<file path="config.mk">
export PLATFORM = sky130hd
export DESIGN_NAME = sw_stream_cmd_rx
export DESIGN_NICKNAME = d
export VERILOG_FILES = /design/src/rtl/sw_stream_pkg.sv /design/src/rtl/sw_stream_skid.sv /design/src/rtl/sw_stream_cmd_rx.sv
export SDC_FILE = /design/constraint.sdc
export NUM_CORES = 1
export LEC_CHECK = 0
export ABC_AREA = 1
export BUFFER_PORTS_ARGS = -buffer_cell sky130_fd_sc_hd__buf_2
export CORE_ASPECT_RATIO = 0.6
export CORE_MARGIN = 2
export CORE_UTILIZATION = 38
export DETAILED_ROUTE_END_ITERATION = 6
export SLEW_MARGIN = 20
export SYNTH_ARGS = -nofsm -noshare
export SYNTH_HDL_FRONTEND = slang
export SYNTH_SLANG_ARGS = --single-unit
</file>
<file path="constraint.sdc">
create_clock -name clk -period 13.3 [get_ports clk]
set_input_delay 1.33 -clock clk [delete_from_list [all_inputs] [get_ports clk]]
set_output_delay 1.33 -clock clk [all_outputs]
set_load 0.03 [all_outputs]
</file>
<file path="src/rtl/sw_stream_pkg.sv">
// Shared definitions for the Smith-Waterman command receiver and result transmitter.
// Header layout, FSM states and default stream widths.
package sw_stream_pkg;

    localparam int unsigned DEF_DATA_W = 128;
    localparam int unsigned DEF_QID_W  = 16;
    localparam int unsigned DEF_CNT_W  = 32;

    // Header word field offsets; every field is FIELD_W bits wide
    localparam int unsigned FIELD_W  = 32;
    localparam int unsigned THR_LSB  = 0;
    localparam int unsigned ADDR_LSB = 32;
    localparam int unsigned NUMQ_LSB = 64;
    localparam int unsigned RLEN_LSB = 96;

    // Result word packing used by the transmitter side
    localparam int unsigned RES_LOC_LSB = 0;
    localparam int unsigned RES_QID_LSB = 32;

    typedef enum logic [1:0] {
        IDLE  = 2'd0,
        CFG   = 2'd1,
        QUERY = 2'd2,
        DRAIN = 2'd3
    } rx_state_t;

endpackage

</file>
<file path="src/rtl/sw_stream_skid.sv">
// One-entry output register for query beats; accepts a new beat whenever it is
// empty or being drained in the same cycle.
module sw_stream_skid
    import sw_stream_pkg::*;
#(
    parameter int unsigned DATA_W = DEF_DATA_W,
    parameter int unsigned QID_W  = DEF_QID_W
) (
    input  logic              clk,
    input  logic              rst,
    input  logic              load,
    input  logic [DATA_W-1:0] in_data,
    input  logic [QID_W-1:0]  in_id,
    input  logic              in_last,
    output logic              in_rdy_c,
    input  logic              out_rdy,
    output logic              out_valid,
    output logic [DATA_W-1:0] out_data,
    output logic [QID_W-1:0]  out_id,
    output logic              out_last
);

    assign in_rdy_c = !out_valid || out_rdy;

    // A load wins over a drain so back-to-back beats keep out_valid high
    always_ff @(posedge clk or posedge rst) begin
        if (rst) begin
            out_valid <= 1'b0;
            out_data  <= '0;
            out_id    <= '0;
            out_last  <= 1'b0;
        end else if (load) begin
            out_valid <= 1'b1;
            out_data  <= in_data;
            out_id    <= in_id;
            out_last  <= in_last;
        end else if (out_valid && out_rdy) begin
            out_valid <= 1'b0;
        end
    end

endmodule

</file>
<file path="src/rtl/sw_stream_cmd_rx.sv">
// Host-to-card command stream receiver: decodes one header into a config beat,
// then forwards the announced number of query words tagged with a running ID.
module sw_stream_cmd_rx
    import sw_stream_pkg::*;
#(
    parameter int unsigned DATA_W = DEF_DATA_W,
    parameter int unsigned QID_W  = DEF_QID_W,
    parameter int unsigned CNT_W  = DEF_CNT_W
) (
    input  logic               clk,
    input  logic               rst,
    input  logic               s_in_valid,
    output logic               s_in_rdy,
    input  logic [DATA_W-1:0]  s_in_data,
    output logic               cfg_valid,
    input  logic               cfg_rdy,
    output logic [FIELD_W-1:0] cfg_threshold,
    output logic [FIELD_W-1:0] cfg_ref_addr,
    output logic [CNT_W-1:0]   cfg_num_q,
    output logic [FIELD_W-1:0] cfg_ref_len,
    output logic               q_valid,
    input  logic               q_rdy,
    output logic [DATA_W-1:0]  q_data,
    output logic [QID_W-1:0]   q_id,
    output logic               q_last,
    output logic               busy
);

    rx_state_t        state;
    logic [CNT_W-1:0] remaining;
    logic [QID_W-1:0] qid_ctr;
    logic             skid_rdy;
    logic             in_acc;
    logic             q_load;

    // Input ready depends on state; held low while reset is asserted
    always_comb begin
        s_in_rdy = 1'b0;
        if (!rst) begin
            case (state)
                IDLE:    s_in_rdy = 1'b1;
                QUERY:   s_in_rdy = skid_rdy;
                default: s_in_rdy = 1'b0;
            endcase
        end
    end

    assign in_acc = s_in_valid && s_in_rdy;
    assign q_load = in_acc && (state == QUERY);
    assign busy   = (state != IDLE);

    always_ff @(posedge clk or posedge rst) begin
        if (rst) begin
            state         <= IDLE;
            cfg_valid     <= 1'b0;
            cfg_threshold <= '0;
            cfg_ref_addr  <= '0;
            cfg_num_q     <= '0;
            cfg_ref_len   <= '0;
            remaining     <= '0;
            qid_ctr       <= '0;
        end else begin
            case (state)
                IDLE: begin
                    if (in_acc) begin
                        cfg_threshold <= s_in_data[THR_LSB +: FIELD_W];
                        cfg_ref_addr  <= s_in_data[ADDR_LSB +: FIELD_W];
                        cfg_num_q     <= s_in_data[NUMQ_LSB +: CNT_W];
                        cfg_ref_len   <= s_in_data[RLEN_LSB +: FIELD_W];
                        remaining     <= s_in_data[NUMQ_LSB +: CNT_W];
                        cfg_valid     <= 1'b1;
                        state         <= CFG;
                    end
                end
                CFG: begin
                    // An empty command skips straight back to IDLE
                    if (cfg_rdy) begin
                        cfg_valid <= 1'b0;
                        state     <= (remaining == '0) ? IDLE : QUERY;
                    end
                end
                QUERY: begin
                    if (in_acc) begin
                        qid_ctr   <= qid_ctr + QID_W'(1);
                        remaining <= remaining - CNT_W'(1);
                        if (remaining == CNT_W'(1)) begin
                            state <= DRAIN;
                        end
                    end
                end
                DRAIN: begin
                    if (q_valid && q_rdy && q_last) begin
                        state <= IDLE;
                    end
                end
                default: state <= IDLE;
            endcase
        end
    end

    sw_stream_skid #(
        .DATA_W (DATA_W),
        .QID_W  (QID_W)
    ) u_skid (
        .clk       (clk),
        .rst       (rst),
        .load      (q_load),
        .in_data   (s_in_data),
        .in_id     (qid_ctr),
        .in_last   (remaining == CNT_W'(1)),
        .in_rdy_c  (skid_rdy),
        .out_rdy   (q_rdy),
        .out_valid (q_valid),
        .out_data  (q_data),
        .out_id    (q_id),
        .out_last  (q_last)
    );

endmodule
</file>
==> metrics <==
WP data arrival=4.16 ns; Yosys top cell by area=dfrtp_1; crit start category=input pin; top cells by area, synth=dfrtp_1 (58%), nand2_1 (12%), o21ai_2 (6.8%); Worst Reg2Reg Path Length in Cells=8; worst vdd ir=136 uV; Vias=11500; hold_buf cts=0; CP max FO=115; Final min period=3.80 ns; top-area cell type share of the netlist area=57.8%; critical path launch point=q_rdy; number of stages on the worst setup path=10; Int Power=2650 uW; cts bufs inserted=34; Top delay family on crit path=buffers and inverters; synthesized area=14100 um2; CP Cell Sequence=buf_2, inv_1, nand3_1, nand2_1, inv_2, nand2_4, inv_2, nand2_8, buf_4, o21ai_0; slew margin rel.=35.9%; IO Count=410; total track usage=20.1%; Psw=2210 uW; initial antenna violation count=3; Core ar.=36400 um2; sw frac=45.5%; Final Cycle Share=28.5%; Buf+Inv Stages, Crit Path=5; Synth Register Bits=325; die width=252 um; total power per unit cell area=278 nW/um2; Starting Density=38.6%; Worst EP required=13.67 ns; Cells after Synth=1543; pre-CTS WS=8.96 ns; asr flop ratio synth=100%; DRT Pass-1 Iters=5; CTS Sinks=325; Die Y=153 um; min-delay src=cfg_ref_len[30]$_DFFE_PP0P_; M1 GR Usage=29.1%; GR peak layer=met2; syn_area_per_cell=9.12 um2; Post-route DRC=0; Critical Path Most Common Cell=inv_2; most frequent cells in the layout=nand2_1 (447), buf_2 (409), dfrtp_1 (325); Post-synth EDFFs=0; Max stage delay on crit path=0.81 ns; kind of end point of the critical path=flip-flop; Seq pwr share=35.5%; Final nets=2056; met3 usage=6.06%; final worst slack=9.50 ns; last element of the critical path=cfg_num_q[31]$_DFFE_PP0P_; worst clock skew=0.0188 ns; grt ovf=0; die area=38600 um2; ANT nets after route=0; Leak=0.00940 uW; met2 usage=29.3%; postcts setup bufs=0; Detail Placement HPWL=27900 um; largest net degree at the start of global routing=171; HP Class=reg -> reg; CTS tree=built; post_cts resized=0; slew of the pin with the lowest slew margin=0.962 ns; crit path kind=in -> reg; Rows=54; Final TNS setup=0 ns; total power=4860 uW; Post-Route WL=38800 um; layout cell share with drive strength beyond 1=30.6%; R2R Setup Slk=9.84 ns; max frequency=0.263 GHz; Slew Limit Fails=0; Clock Tree Buf Depth=3; vias in the first global route=10900; Final setup viols=0; H-tree lvl count=2; combinational power share=43.5%; Initial DRC Count=908; clk_lat worst skew=0.52 ns; CTS root buffer=clkbuf_16; Crit-path slowest cell=buf_4; syn_nets=1679; clk slew on worst S/H paths=0.06 ns; status=complete, no violations; first-pass GRT wire length=61500 um; Vias/cell=4.74; ys flop type=dfrtp_1; area grow syn2layout=24.1%; commonest non-fill, non-tap cell in the layout=nand2_1; maxcap violations=0; WL/cell=16.0 um; Port-buffer cells=409; RSZ-0062 raised after global routing=false; synth unique cells=31; clock share of power=21.0%; Placer Congestion=0.926; Synth warnings=0; Reg-to-Reg End=cfg_num_q[31]$_DFFE_PP0P_; Hold Violations, Final=0; sequential area share after synthesis=57.8%
[metrics by stage]
stage	cell area, um2	instances	hold WS (ns)	utilization (%)
finish	17500	2419	0.473	47.9
floorplan	14100	1543	0.463	-
CTS	17400	2417	0.477	47.9
global route	17400	2418	0.493	47.9
detailed placement	16300	2360	0.462	44.6
global placement	16300	2360	0.460	44.6
[layer usage]
layer	wire length [um]	part of all wire, %	up-vias
li1	-	-	5617
met1	18000	46	5398
met2	16800	43	379
met3	3230	8.3	60
met4	849	2.2	4
met5	24	0.062	-
[power groups by stage]
stage	registers [uW]	clock network [uW]	logic, uW
final	1720	1020	2110
after global routing	1780	1090	2290
after CTS	1720	1050	2140
after detailed placement	1730	0	2140
after global placement	1730	0	2090
after floorplan	2480	0	721
[synthesized netlist by cell type (12+ instances only)]
| master | n |
|---|---|
| o21ai_0 | 173 |
| buf_2 | 23 |
| nor2_1 | 79 |
| o21ai_2 | 109 |
| xor2_1 | 12 |
| buf_6 | 29 |
| a21oi_1 | 24 |
| dfrtp_1 | 325 |
| inv_1 | 195 |
| o21ai_1 | 31 |
| nand2_1 | 447 |
| nand3_1 | 24 |
| clkbuf_1 | 18 |
[worst reg2reg max path, stage by stage (launching register included)]
cell and delay, ns:
dfrtp_1 0.58, nand3_1 0.13, nand2_1 0.09, inv_2 0.05
nand2_4 0.34, inv_2 0.35, nand2_8 0.66, buf_4 0.91
o21ai_0 0.21
[registers in the layout (all words and copies together), names as in the netlist, named ones only]
register,cells
cfg_ref_addr,32
cfg_ref_len,32
cfg_num_q,32
state,1
u_skid.out_last,1
u_skid.out_data,128
cfg_valid,1
cfg_threshold,32
remaining,32
qid_ctr,16
u_skid.out_valid,1
u_skid.out_id,16
[kinds of logic (layout without fill, tap and decap cells)]
logic type / count (synthesis) / after routing / share of synthesized area, %
AOI/OAI and AO/OA: 345 / 345 / 15.3
and+or+nand+nor: 581 / 581 / 16.5
xor gates and xnor gates: 16 / 16 / 0.996
DFF: 325 / 325 / 57.8
other: 0 / 2 / 0
buffers and inverters: 273 / 671 / 9.07
adders and majority gates: 3 / 3 / 0.267
[how the worst min path moves through the flow]
stage                     cells after the start                           end
after floorplan                               1        qid_ctr[3]$_DFFE_PP0P_
after global placement                        2  cfg_ref_addr[30]$_DFFE_PP0P_
after detailed placement                      2   cfg_ref_len[30]$_DFFE_PP0P_
after CTS                                     2   cfg_ref_len[30]$_DFFE_PP0P_
after global routing                          2   cfg_ref_len[16]$_DFFE_PP0P_
final                                         2   cfg_ref_len[30]$_DFFE_PP0P_
[cell type report]
class | instances | area [um2]
antenna | 2 | 5.00
clock buffer | 45 | 952
clock inverter | 12 | 233
fill | 3580 | 19000
inverter | 198 | 751
multi-input combinational | 945 | 4670
sequential | 325 | 8130
tap | 476 | 596
timing repair buffer | 416 | 2120
No activity file was read; power rests on OpenSTA's default activity.
